--- src/rtl/zint_mc.sv ---
// Multi-channel Z80 IM2 interrupt controller: prioritised pending flags, vector
// latch on acknowledge, and a qualified-step pulse counter that auto-drops channels.
module zint_mc #(
    parameter int unsigned     NCH       = 4,
    parameter int unsigned     PULSE_LEN = 32,
    parameter logic [7:0]      VBASE     = 8'hFF,
    parameter logic [NCH-1:0]  AUTODROP  = NCH'(1)
) (
    input  logic           clk,
    input  logic           res_n,
    input  logic           zpos,
    input  logic           wait_n,
    input  logic           vdos,
    input  logic           intack,
    input  logic [NCH-1:0] int_start,
    input  logic [NCH-1:0] intmask,
    input  logic [NCH-1:0] pend_clr,
    output logic [NCH-1:0] pending,
    output logic [7:0]     im2vect,
    output logic           int_n,
    output logic           boost_start
);

    localparam int unsigned SELW = (NCH > 1) ? $clog2(NCH) : 1;
    localparam int unsigned CW   = $clog2(PULSE_LEN) + 1;
    localparam logic [CW-1:0] PLEN = CW'(PULSE_LEN);

    logic [NCH-1:0]  pending_q, pending_d;
    logic [SELW-1:0] sel_q, sel_d;
    logic [CW-1:0]   count_q, count_d;
    logic            fin_q, fin_d;
    logic            intack_q, intack_d;
    logic            wait_q, wait_d;

    logic            intack_s, tmo_s, fin, any_pend, found, load;
    logic [SELW-1:0] low_idx;
    logic [NCH-1:0]  low_hot;
    logic [7:0]      sel_x2;

    always_comb begin
        intack_s = intack & ~intack_q;
        fin      = (count_q == PLEN);
        tmo_s    = fin & ~fin_q;
        any_pend = |pending_q;

        low_idx = '0;
        low_hot = '0;
        found   = 1'b0;
        for (int unsigned i = 0; i < NCH; i++) begin
            if (pending_q[i] && !found) begin
                found      = 1'b1;
                low_idx    = SELW'(i);
                low_hot[i] = 1'b1;
            end
        end

        // Start wins over any clear source in the same clock; mask beats both.
        pending_d = pending_q;
        for (int unsigned i = 0; i < NCH; i++) begin
            if (!intmask[i])
                pending_d[i] = 1'b0;
            else if (int_start[i])
                pending_d[i] = 1'b1;
            else if (pend_clr[i] || (intack_s && low_hot[i]) || (AUTODROP[i] && tmo_s))
                pending_d[i] = 1'b0;
        end

        sel_d = (intack_s && any_pend) ? low_idx : sel_q;

        load    = |(int_start & intmask & AUTODROP);
        count_d = count_q;
        if (load)
            count_d = '0;
        else if (zpos && !fin && !wait_q && !vdos)
            count_d = count_q + CW'(1);

        intack_d = intack;
        wait_d   = ~wait_n;
        fin_d    = fin;
    end

    always_ff @(posedge clk or negedge res_n) begin
        if (!res_n) begin
            pending_q <= '0;
            sel_q     <= '0;
            count_q   <= PLEN;
            fin_q     <= 1'b1;
            intack_q  <= 1'b0;
            wait_q    <= 1'b0;
        end else begin
            pending_q <= pending_d;
            sel_q     <= sel_d;
            count_q   <= count_d;
            fin_q     <= fin_d;
            intack_q  <= intack_d;
            wait_q    <= wait_d;
        end
    end

    assign sel_x2      = 8'({sel_q, 1'b0});
    assign pending     = pending_q;
    assign im2vect     = VBASE - sel_x2;
    assign int_n       = ~(any_pend & ~vdos);
    // Held acknowledge during reset must not leak out as a boost pulse.
    assign boost_start = res_n & (intack_s | tmo_s);

endmodule

--- config.mk ---
export PLATFORM = sky130hd
export DESIGN_NAME = zint_mc
export DESIGN_NICKNAME = d
export VERILOG_FILES = /design/src/rtl/zint_mc.sv
export SDC_FILE = /design/constraint.sdc
export NUM_CORES = 1
export LEC_CHECK = 0
export CORE_ASPECT_RATIO = 1.25
export CORE_UTILIZATION = 42
export CTS_CLUSTER_SIZE = 40
export DETAILED_ROUTE_END_ITERATION = 16
export PLACE_DENSITY = 0.87
export SLEW_MARGIN = 20
export SYNTH_ARGS = -nofsm -noshare
export SYNTH_HDL_FRONTEND = slang
export SYNTH_SLANG_ARGS = --single-unit
--- constraint.sdc ---
create_clock -name clk -period 2.2 [get_ports clk]
set_clock_uncertainty 0.1 [all_clocks]
set_input_delay 0.22 -clock clk [delete_from_list [all_inputs] [get_ports clk]]
set_output_delay 0.22 -clock clk [all_outputs]
set_load 0.1 [all_outputs]
==> metrics.log <==
[metrics] number of failing hold endpoints at the final stage: 0
[metrics] core region area: 0.00179 mm2
[metrics] leading cell type in the layout, fill and taps excluded: sky130_fd_sc_hd__clkdlybuf4s50_1
[metrics] fin crit period: 2.05 ns
[metrics] first-pass GRT wire length: 2760 um
[metrics] total negative setup slack: 0 ns
[metrics] Slew Viols, Final: 0
[metrics] horizontal die dimension: 41.1 um
[metrics] unrepaired setup endpoints after global routing: false
[metrics] deepest level of the CTS H-tree: 1
[metrics] launching element type of the critical path: register
[metrics] clock net sink count: 15
[metrics] Inserted Diodes: 0
[metrics] standard cell with the maximum stage delay on the critical path: sky130_fd_sc_hd__dfrtp_1
[metrics] buffer depth of the longest clock path: 2
[metrics] final setup violation count: 0
[metrics] largest net degree at the start of global routing: 16
[metrics] Overflow after GRT: 0
[metrics] register area share after synthesis: 47.0%
[metrics] detailed-route vias per instance: 5.35
[metrics] starting utilization of the core area: 45.0%
[metrics] Crit Reg-Reg Endpoint: count_q[5]$_DFFE_PN1P_
[metrics] number of resized instances in the post-cts repair step: 0
[metrics] Post-route DRC: 0
[metrics] initial antenna violation count: 0
[metrics] clock tree from TritonCTS: yes
[metrics] number of placement rows: 17
[metrics] global placement routability congestion: 0.809
[metrics] worst min-delay path category: in2async
[metrics] area of the mapped netlist: 805 um2
[metrics] overall via count from detail_route: 695
[metrics] critical-path cell list: inv_1 -> ha_1 -> nand4bb_1 -> nor3_1 -> o21a_1 -> buf_12
[metrics] Die ar.: 0.00210 mm2
[metrics] result of the run: finished clean
[metrics] maximum capacitance violations: 0
[metrics] Final ANT Viol Nets: 0
[metrics] Power per Cell Area: 664 mW/mm2
[metrics] part of the cycle the worst path needs: 93.1%
[metrics] smallest setup slack after layout: 0.151 ns
[metrics] maximum fanout along the worst path: 4
[metrics] PnR Total Power: 0.735 mW
[metrics] post-CTS repair timing setup buffer count: 0
[metrics] total leakage power: 0.497 nW
[metrics] worst slack, placed: 0.230 ns
[metrics] commonest cells after routing, fill and taps aside: sky130_fd_sc_hd__clkdlybuf4s50_1 (17), sky130_fd_sc_hd__dfrtp_1 (13), sky130_fd_sc_hd__nand2_1 (9)
[metrics] smallest hold slack: 0.178 ns
[metrics] IO Count: 32
[metrics] chip height: 50.9 um
[metrics] DRT iter0 DRCs: 12
[metrics] Register-to-Register Setup Slack: 0.60 ns
[metrics] number of hold-repair buffers added at the cts stage: 0
[metrics] Wirelength per Cell: 13.6 um
[metrics] clock network latency to the later pin of the worst-skew pair: 0.29 ns
[metrics] count of mapped cells out of synthesis: 82
[metrics] Port Buffers: 25
[metrics] upper clock frequency limit: 488 MHz
[metrics] required time at the endpoint of the critical path: 1.88 ns
[metrics] number of nets at the end of the flow: 132
[metrics] clock input transition at the sequential cells of the worst setup and hold paths: 0.09 ns
[metrics] core occupancy in the finished layout: 62.0%
[metrics] total track usage: 19.2%
[metrics] Register-to-Register Path Depth: 3
[metrics] via count of the first global-routing pass: 712
[metrics] flop and latch count out of synthesis: 15
[metrics] r2r startpoint: wait_q$_DFF_PN0_
[metrics] Avg Inst Size Synth: 9.81 um2
[metrics] drt total wl: 1770 um
[metrics] delay of the slowest cell on the worst path: 0.42 ns
[metrics] Pre-Repair DR Iteration Count: 4
[metrics] number of warning messages in the yosys log: 0
[metrics] Worst Setup End Kind: primary output
[metrics] peak supply drop: 0.292 mV
[metrics] category of the critical setup timing path: reg2out
[metrics] arrival time worst endpoint: 1.73 ns
[metrics] TritonCTS buffer count: 3
[metrics] fraction of final layout cells with drive strength greater than 1: 18.9%
[metrics] post-detailed-placement half-perimeter wirelength: 1430 um
[metrics] root buffer selected by CTS: sky130_fd_sc_hd__clkbuf_4
[metrics] Netlist cell types: 31
[metrics] synthesis-to-layout area growth: 37.6%
-- routing by layer --
metal	global-route usage [%]	up-vias	wire [um]
met1	18.4	325	635
li1	-	331	-
met3	3.48	7	132
met4	7.53	0	40
met2	36.5	32	959
met5	0	-	0
-- sequential cells by signal (all words and copies together), names as in the netlist --
| signal | cells |
|---|---|
| count_q | 6 |
| pending | 4 |
| sel_q | 2 |
| fin_q | 1 |
| intack_q | 1 |
| wait_q | 1 |
-- synthesized netlist by cell type --
master | count | area [um2]
sky130_fd_sc_hd__or3b_4 | 1 | 11.3
sky130_fd_sc_hd__dfstp_2 | 2 | 52.6
sky130_fd_sc_hd__o21bai_1 | 1 | 7.51
sky130_fd_sc_hd__mux2i_1 | 3 | 30.0
sky130_fd_sc_hd__o21ai_0 | 1 | 5.00
sky130_fd_sc_hd__nand4bb_1 | 2 | 22.5
sky130_fd_sc_hd__o31ai_1 | 2 | 15.0
sky130_fd_sc_hd__ha_1 | 2 | 25.0
sky130_fd_sc_hd__nor3_1 | 1 | 5.00
sky130_fd_sc_hd__and2_1 | 1 | 6.26
sky130_fd_sc_hd__or3_1 | 1 | 6.26
sky130_fd_sc_hd__nor2b_1 | 1 | 6.26
sky130_fd_sc_hd__nand2_1 | 9 | 33.8
sky130_fd_sc_hd__o211ai_1 | 1 | 7.51
sky130_fd_sc_hd__a21oi_1 | 5 | 25.0
sky130_fd_sc_hd__conb_1 | 1 | 3.75
sky130_fd_sc_hd__o21a_1 | 5 | 37.5
sky130_fd_sc_hd__buf_4 | 6 | 45.0
sky130_fd_sc_hd__or2_2 | 2 | 12.5
sky130_fd_sc_hd__nand3_1 | 2 | 10.0
sky130_fd_sc_hd__a311oi_1 | 1 | 8.76
sky130_fd_sc_hd__o41ai_1 | 1 | 8.76
sky130_fd_sc_hd__o21ba_2 | 1 | 10.0
sky130_fd_sc_hd__a211oi_1 | 1 | 7.51
sky130_fd_sc_hd__nor2_1 | 2 | 7.51
sky130_fd_sc_hd__clkbuf_1 | 1 | 3.75
sky130_fd_sc_hd__inv_1 | 8 | 30.0
sky130_fd_sc_hd__nand2b_1 | 2 | 12.5
sky130_fd_sc_hd__dfrtp_1 | 13 | 325
sky130_fd_sc_hd__a22oi_1 | 1 | 7.51
sky130_fd_sc_hd__or4_1 | 2 | 15.0
-- kinds of logic after synthesis --
kind of cell | count (synthesis) | share of synthesized area, %
AOI/OAI and AO/OA | 20 | 17.4
DFF | 15 | 47.0
muxes | 3 | 3.73
adders and majority gates | 2 | 3.11
buffers and inverters | 15 | 9.80
and+or+nand+nor | 26 | 18.5
other | 1 | 0.466
-- worst max path at each step --
| stage | cells past startpoint | from | to | slack, ns |
|---|---|---|---|---|
| after floorplan | 2 | pending[0]$_DFFE_PN0P_ | int_n | 0.10 |
| after global placement | 4 | vdos | count_q[5]$_DFFE_PN1P_ | 0.29 |
| after detailed placement | 4 | vdos | count_q[5]$_DFFE_PN1P_ | 0.23 |
| after CTS | 6 | count_q[0]$_DFFE_PN0P_ | boost_start | 0.16 |
| after global routing | 6 | count_q[0]$_DFFE_PN0P_ | boost_start | 0.02 |
| final | 6 | count_q[0]$_DFFE_PN0P_ | boost_start | 0.15 |
-- through the flow --
| stage | cells | cell area [um2] |
|---|---|---|
| after global placement | 126 | 1080 |
| final | 130 | 1110 |
| after global routing | 130 | 1110 |
| after detailed placement | 126 | 1080 |
| after CTS | 130 | 1110 |
| after floorplan | 87 | 835 |
-- where the power goes --
part	total, mW	internal, mW	switching, mW
combinational	0.271	0.0792	0.192
clock	0.158	0.0676	0.0901
sequential	0.307	0.293	0.0136
total	0.735	0.440	0.296
-- final cells by class --
type / instances / area (um2)
fillers: 158 / 679
inverters: 8 / 30.0
repair buffers: 27 / 270
clock inverters: 1 / 5.00
flip-flops and latches: 15 / 378
clock buffers: 3 / 22.5
well taps: 19 / 23.8
multi-input cells: 57 / 378
-- critical path, delay by kind of cell (launching register included) --
family	cells	cell delay (ns)
AND/OR/NAND/NOR	2	0.41
adder cells (fa/ha/maj)	1	0.15
flip-flops	1	0.42
buffers and inverters	2	0.27
AO/OA/AOI/OAI	1	0.19
(Power assumes the default switching activity.)
